## src/rtl/mcu_div_pkg.sv

```systemverilog
// Shared types and constants for the iterative restoring divider.
// Width-dependent patterns are built at MAX_XLEN and sliced by the user.
package mcu_div_pkg;

    typedef enum logic [1:0] {
        IDLE = 2'd0,
        CALC = 2'd1,
        FIX  = 2'd2,
        DONE = 2'd3
    } div_state_e;

    localparam int MAX_XLEN = 64;

    // Values for the default configuration (XLEN=32, one bit per cycle)
    localparam int XLEN_DEF = 32;
    localparam int BPC_DEF  = 1;
    localparam int ITER     = XLEN_DEF / BPC_DEF;
    localparam int CNT_W    = $clog2(ITER + 1);

    function automatic int iterCount(input int xlen, input int bpc);
        return xlen / bpc;
    endfunction

    function automatic int cntWidth(input int xlen, input int bpc);
        return $clog2((xlen / bpc) + 1);
    endfunction

    function automatic logic [MAX_XLEN-1:0] intMinPat(input int xlen);
        return {{(MAX_XLEN-1){1'b0}}, 1'b1} << (xlen - 1);
    endfunction

    function automatic logic [MAX_XLEN-1:0] onesPat(input int xlen);
        return {MAX_XLEN{1'b1}} >> (MAX_XLEN - xlen);
    endfunction

endpackage

```

## src/rtl/mcu_div_step.sv

```systemverilog
// One combinational restoring-division step: shift in a dividend bit,
// subtract the divisor magnitude when it fits, and report the quotient bit.
module mcu_div_step
    import mcu_div_pkg::*;
#(
    parameter int XLEN = 32
) (
    input  logic [XLEN:0] rem_i,
    input  logic [XLEN:0] div_i,
    input  logic          bit_i,
    output logic [XLEN:0] rem_o,
    output logic          qbit_o
);

    logic [XLEN:0] shifted;
    logic          unusedMsb;

    // The incoming partial remainder is always below the divisor, so its top bit is zero
    assign unusedMsb = rem_i[XLEN];
    assign shifted   = {rem_i[XLEN-1:0], bit_i};
    assign qbit_o    = (shifted >= div_i);
    assign rem_o     = qbit_o ? (shifted - div_i) : shifted;

endmodule

```

## src/rtl/mcu_div_seq.sv

```systemverilog
// Iterative restoring divider with RISC-V DIV/DIVU/REM/REMU semantics,
// valid/ready request and response handshakes and a pipeline flush.
module mcu_div_seq
    import mcu_div_pkg::*;
#(
    parameter int XLEN         = 32,
    parameter int BITS_PER_CYC = 1
) (
    input  logic            clk,
    input  logic            rst_n,
    input  logic            req_valid,
    output logic            req_ready,
    input  logic [XLEN-1:0] req_op1,
    input  logic [XLEN-1:0] req_op2,
    input  logic            req_signed,
    input  logic            req_rem,
    input  logic            flush,
    output logic            resp_valid,
    input  logic            resp_ready,
    output logic [XLEN-1:0] resp_data,
    output logic            resp_dbz
);

    localparam int ITERS = iterCount(XLEN, BITS_PER_CYC);
    localparam int CW    = cntWidth(XLEN, BITS_PER_CYC);

    localparam logic [MAX_XLEN-1:0] INT_MIN_W = intMinPat(XLEN);
    localparam logic [MAX_XLEN-1:0] ONES_W    = onesPat(XLEN);
    localparam logic [XLEN-1:0]     INT_MIN   = INT_MIN_W[XLEN-1:0];
    localparam logic [XLEN-1:0]     ALL_ONES  = ONES_W[XLEN-1:0];
    localparam logic [XLEN-1:0]     ONE       = XLEN'(1);

    div_state_e      state_q,  state_d;
    logic [XLEN:0]   rem_q,    rem_d;
    logic [XLEN-1:0] quo_q,    quo_d;
    logic [XLEN:0]   div_q,    div_d;
    logic [CW-1:0]   cnt_q,    cnt_d;
    logic            remSel_q, remSel_d;
    logic            negQ_q,   negQ_d;
    logic            negR_q,   negR_d;
    logic [XLEN-1:0] data_q,   data_d;
    logic            dbz_q,    dbz_d;

    logic [XLEN-1:0] mag1;
    logic [XLEN-1:0] mag2;
    logic            isZero;
    logic            isOvf;
    logic [XLEN:0]   stepRem;
    logic [XLEN-1:0] stepQuo;
    logic [XLEN-1:0] quoOut;
    logic [XLEN-1:0] remOut;

    logic [XLEN:0]         chainRem [BITS_PER_CYC+1];
    logic [BITS_PER_CYC-1:0] qBits;

    // quo_q doubles as the dividend shifter: dividend bits leave at the top
    // while quotient bits enter at the bottom.
    assign chainRem[0] = rem_q;

    for (genvar j = 0; j < BITS_PER_CYC; j++) begin : g_step
        mcu_div_step #(
            .XLEN (XLEN)
        ) u_step (
            .rem_i  (chainRem[j]),
            .div_i  (div_q),
            .bit_i  (quo_q[XLEN-1-j]),
            .rem_o  (chainRem[j+1]),
            .qbit_o (qBits[BITS_PER_CYC-1-j])
        );
    end

    assign stepRem = chainRem[BITS_PER_CYC];
    assign stepQuo = {quo_q[XLEN-1-BITS_PER_CYC:0], qBits};

    assign mag1   = (req_signed && req_op1[XLEN-1]) ? (~req_op1 + ONE) : req_op1;
    assign mag2   = (req_signed && req_op2[XLEN-1]) ? (~req_op2 + ONE) : req_op2;
    assign isZero = (req_op2 == '0);
    assign isOvf  = req_signed && (req_op1 == INT_MIN) && (req_op2 == ALL_ONES);

    assign quoOut = negQ_q ? (~quo_q + ONE) : quo_q;
    assign remOut = negR_q ? (~rem_q[XLEN-1:0] + ONE) : rem_q[XLEN-1:0];

    // Corner cases preload the final answer and pass through FIX, so every
    // response leaves one edge after its result register settles.
    always_comb begin
        state_d  = state_q;
        rem_d    = rem_q;
        quo_d    = quo_q;
        div_d    = div_q;
        cnt_d    = cnt_q;
        remSel_d = remSel_q;
        negQ_d   = negQ_q;
        negR_d   = negR_q;
        data_d   = data_q;
        dbz_d    = dbz_q;

        case (state_q)
            IDLE: begin
                if (req_valid && !flush) begin
                    remSel_d = req_rem;
                    dbz_d    = isZero;
                    cnt_d    = CW'(ITERS);
                    if (isZero) begin
                        quo_d   = ALL_ONES;
                        rem_d   = {1'b0, req_op1};
                        div_d   = '0;
                        negQ_d  = 1'b0;
                        negR_d  = 1'b0;
                        state_d = FIX;
                    end else if (isOvf) begin
                        quo_d   = INT_MIN;
                        rem_d   = '0;
                        div_d   = '0;
                        negQ_d  = 1'b0;
                        negR_d  = 1'b0;
                        state_d = FIX;
                    end else begin
                        quo_d   = mag1;
                        rem_d   = '0;
                        div_d   = {1'b0, mag2};
                        negQ_d  = req_signed && (req_op1[XLEN-1] ^ req_op2[XLEN-1]);
                        negR_d  = req_signed && req_op1[XLEN-1];
                        state_d = CALC;
                    end
                end
            end
            CALC: begin
                if (flush) begin
                    state_d = IDLE;
                end else begin
                    rem_d = stepRem;
                    quo_d = stepQuo;
                    cnt_d = cnt_q - CW'(1);
                    if (cnt_q == CW'(1)) begin
                        state_d = FIX;
                    end
                end
            end
            FIX: begin
                if (flush) begin
                    state_d = IDLE;
                end else begin
                    data_d  = remSel_q ? remOut : quoOut;
                    state_d = DONE;
                end
            end
            DONE: begin
                if (flush || resp_ready) begin
                    state_d = IDLE;
                end
            end
            default: begin
                state_d = IDLE;
            end
        endcase
    end

    always_ff @(posedge clk or negedge rst_n) begin
        if (!rst_n) begin
            state_q  <= IDLE;
            rem_q    <= '0;
            quo_q    <= '0;
            div_q    <= '0;
            cnt_q    <= '0;
            remSel_q <= 1'b0;
            negQ_q   <= 1'b0;
            negR_q   <= 1'b0;
            data_q   <= '0;
            dbz_q    <= 1'b0;
        end else begin
            state_q  <= state_d;
            rem_q    <= rem_d;
            quo_q    <= quo_d;
            div_q    <= div_d;
            cnt_q    <= cnt_d;
            remSel_q <= remSel_d;
            negQ_q   <= negQ_d;
            negR_q   <= negR_d;
            data_q   <= data_d;
            dbz_q    <= dbz_d;
        end
    end

    assign req_ready  = (state_q == IDLE);
    assign resp_valid = (state_q == DONE);
    assign resp_data  = data_q;
    assign resp_dbz   = dbz_q;

endmodule

```

## config.mk

```make
export PLATFORM = sky130hd
export DESIGN_NAME = mcu_div_seq
export DESIGN_NICKNAME = d
export VERILOG_FILES = /design/src/rtl/mcu_div_pkg.sv /design/src/rtl/mcu_div_step.sv /design/src/rtl/mcu_div_seq.sv
export SDC_FILE = /design/constraint.sdc
export NUM_CORES = 1
export LEC_CHECK = 0
export CELL_PAD_IN_SITES_DETAIL_PLACEMENT = 1
export CELL_PAD_IN_SITES_GLOBAL_PLACEMENT = 1
export CORE_AREA = 2 2 170 172
export DETAILED_ROUTE_END_ITERATION = 7
export DIE_AREA = 0 0 172 174
export DONT_BUFFER_PORTS = 1
export PLACE_DENSITY = 0.76
export SYNTH_ARGS = -nofsm -noshare
export SYNTH_HDL_FRONTEND = slang
export SYNTH_SLANG_ARGS = --single-unit
```

## constraint.sdc

```tcl
create_clock -name clk -period 3.5 [get_ports clk]
set_input_delay 0.7 -clock clk [delete_from_list [all_inputs] [get_ports clk]]
set_output_delay 0.7 -clock clk [all_outputs]
set_load 0.005 [all_outputs]
```

==> metrics.md, run 1 <==
| Metric | Value |
|---|---|
| Outcome | `complete, but fails checks` |
| Failing checks | `negative hold slack` |
| Post-route setup slack | `0.107 ns` |
| Number of global-route vias before repair | `11,000` |
| Type of the tightest min-delay check | `input port to asynchronous set/reset pin` |
| Syn_area_per_cell | `7.91 um2` |
| Peak supply drop | `444 uV` |
| Worst endpoint required time | `3.79 ns` |
| Ys Warns | `0` |
| Slew margin rel. | `30.6%` |
| Post-DP HPWL | `29,300 um` |
| P_leak | `5.08 nW` |
| Critical Path End | `resp_data[31]` |
| Power per Cell Area | `1060 nW/um2` |
| CTS Buf Count | `17` |
| Period Utilization, post-route | `96.9%` |
| Syn Inst Count | `1,407` |
| Kind of end point of the critical path | `flop` |
| Max Fanout on Critical Path | `5` |
| Share of total power in combinational logic | `58.8%` |
| R2R Setup Slk | `0.11 ns` |
| Port Buffers | `0` |
| Seq. cell area | `3500 um2` |
| Worst path cell trace | `or4_1 -> nor4_1 -> nand2b_1 -> or2_2 -> or3_1 -> o31ai_2 -> xnor2_1 -> o221ai_1` |
| RSZ-0062 raised after global routing | `false` |
| Max clock buf depth | `2` |
| Fraction of registers with async set or reset after synthesis | `100%` |
| First-pass GRT wire length | `61,700 um` |
| Sw Pwr | `6.41 mW` |
| Setup bufs post-CTS | `0` |
| Mapped Nets | `1,518` |
| Cell taking the most area after synthesis | `dfrtp_1` |
| Fillers | `3,494` |
| Clock root buffer | `clkbuf_16` |
| Clock tree sinks | `140` |
| Synth area leaders | `dfrtp_1, o21ai_0, nand2_1, xnor2_1, xor2_1` |
| Routed vias | `10,800` |
| Library cells used by synthesis | `70` |
| Max-cap viol count | `0` |
| Rows | `62` |
| Hold Vio Cnt, Final | `92` |
| Maximum clock rate | `295 MHz` |
| Reg power frac | `25.7%` |
| Pint | `6.73 mW` |
| Fin area | `12,400 um2` |
| Iter 0 DRT Violations | `688` |
| R2r endpoint | `resp_data[31]` |
| Worst-path clk slew | `0.07 ns` |
| Register area share after synthesis | `31.5%` |
| Highest-delay cell along the critical path | `or4_1` |
| WP buf/inv | `0` |
| Gp weighted congestion | `0.943` |
| Min Hold Slack | `-0.0488 ns` |
| FF-to-FF path depth | `8` |
| Remaining Overflow, GRT | `0` |
| Pre-CTS setup slack | `0.0225 ns` |
| Die Ht | `174 um` |
| Share of cells above drive strength 1 | `8.55%` |
| Clk network pwr share | `15.4%` |
| CTS tree | `yes` |
| Most frequent cells after synthesis | `nand2_1, o21ai_0, dfrtp_1` |
| Routed Antenna Nets | `0` |
| Post-synth EDFFs | `0` |
| CORE AREA | `28,200 um2` |
| Ys flop type | `dfrtp_1` |
| P&R area growth vs syn | `11.7%` |
| Global Route Usage Sum | `26.4%` |
| Drt total wl | `39,000 um` |
| Slowest cell delay on critical path | `0.60 ns` |
| Clock Skews | `0.00912 ns` |
| # setup viols final | `0` |
| Die X | `172 um` |
| Least-Margin Pin Slew | `1.04 ns` |
| Final net count | `1,513` |
| H-tree levels | `4` |
| Post-Synthesis Cell Area | `11,100 um2` |
| Multi-input gate area | `7140 um2` |
| Vias/cell | `5.98` |
| Slew Viols, Final | `0` |
| CP delay by family, top | `simple AND/OR/NAND/NOR gates` |
| Initial Util | `39.4%` |
| Number of diodes | `0` |
| First-pass iteration count of the detailed router | `5` |
| Synth top area share | `31.5%` |
| Worst Setup SP | `quo_q[21]` |
| I/O Pins | `106` |
| Placed cell count | `1,767` |
| Minimum clock period | `3.39 ns` |
| R2r startpoint | `quo_q[21]` |
| Initial antenna violation count | `1` |
| WP depth | `8` |
| Final design utilization | `44.0%` |
| Startpoint Class | `flop` |
| FF+latch count, synth | `140` |
| CP arrival | `3.68 ns` |
| Largest net degree at the start of global routing | `141` |
| Crit path kind | `flop to flop` |
| Drt drc | `0` |
| Clock Latency Late Sink | `0.44 ns` |
| DIE AREA | `29,900 um2` |
| Most common cell in the synthesized netlist | `nand2_1` |
| Net Sw Frac | `48.8%` |
| Non-filler cells, final | `1,799` |
| Routed len/inst | `21.7 um` |
| DP Area | `11,800 um2` |
[power by group through the flow]
stage	combinational [mW]	sequential, mW	clock [mW]
finish	7.73	3.38	2.03
floorplan	5.61	3.01	0
detailed placement	7.52	3.39	0
global placement	7.31	3.34	0
global route	8.55	3.51	2.11
CTS	7.65	3.37	2.05
[stage by stage]
stage | total power, mW | setup TNS [ns]
global placement | 10.6 | -0.0254
global route | 14.2 | 0
floorplan | 8.62 | 0
detailed placement | 10.9 | 0
finish | 13.1 | 0
CTS | 13.1 | 0
[cell type report]
class	count	share of cell area [%]
clock buffer	22	3.81
clock inverter	10	1.31
multi-input combinational	1126	57.4
tap	384	3.86
sequential	140	28.2
inverter	57	1.72
timing repair buffer	60	3.72
[metal layers]
| metal | global-route usage (%) | vias up | part of all wire (%) |
|---|---|---|---|
| met5 | 0 | - | 0.028 |
| met4 | 7.88 | 2 | 2.4 |
| met3 | 5.67 | 63 | 6.5 |
| met2 | 41.8 | 315 | 46 |
| met1 | 36.0 | 5294 | 46 |
| li1 | - | 5076 | - |
[cells in the final DEF (no fill, tap or decap), drive strengths merged, types with 37 or more instances in the layout]
cell	Yosys	final
nand2	173	173
o21ai	156	156
dfrtp	140	140
nor2	105	105
a21oi	94	94
xnor2	71	71
xor2	66	66
buf	5	60
inv	57	57
ha	39	39
nor3	38	38
nand3	37	37
[worst min path at each step]
stage           from  cells past startpoint  slack [ns]      endpoint
2_1_floorplan  rst_n                      0        0.40      cnt_q[0]
3_3_place_gp   rst_n                      0        0.41  resp_data[3]
3_5_place_dp   rst_n                      0        0.41  resp_data[6]
4_1_cts        rst_n                      0       -0.06  resp_data[6]
5_1_grt        rst_n                      0       -0.07  resp_data[3]
6_report       rst_n                      0       -0.05  resp_data[3]
[logic make-up (layout without fill, tap and decap cells)]
logic type,count (synthesis),count (layout),share of synthesized area (%)
AOI/OAI and AO/OA,437,437,24.6
buffers and inverters,141,149,4.81
DFF,140,140,31.5
adders and majority gates,40,40,4.56
and+or+nand+nor,484,484,21.2
xor gates and xnor gates,137,137,10.8
muxes,28,28,2.60
[sequential cells by signal, indices dropped and copies added, names as in the netlist]
register / cells
cnt_q: 6
negQ_q: 1
state_q: 2
resp_dbz: 1
quo_q: 32
rem_q: 32
negR_q: 1
div_q: 32
resp_data: 32
remSel_q: 1
[worst register-to-register path: stages (launching register included)]
cell and delay, ns:
dfrtp_1 0.44, or4_1 0.60, nor4_1 0.40, nand2b_1 0.13, or2_2 0.32, or3_1 0.36, o31ai_2 0.45, xnor2_1 0.34
o221ai_1 0.21
[what timing repair did]
| action | 4_1_cts | 5_1_grt |
|---|---|---|
| setup endpoints to repair | 1 | 0 |
| resized for setup | 1 | 0 |
| hold endpoints to repair | 140 | 140 |
No activity file was read; power rests on OpenSTA's default activity.
==> run 2: changes to the inputs <==
- SKIP_LAST_GASP: unset -> 1
==> results of run 2 <==
Final layout, timing and power as in run 1 (identical DEF).
==> run 3: changes to the inputs <==
- CAP_MARGIN: unset -> 0
==> results of run 3 <==
Final layout, timing and power as in run 1 (identical DEF).
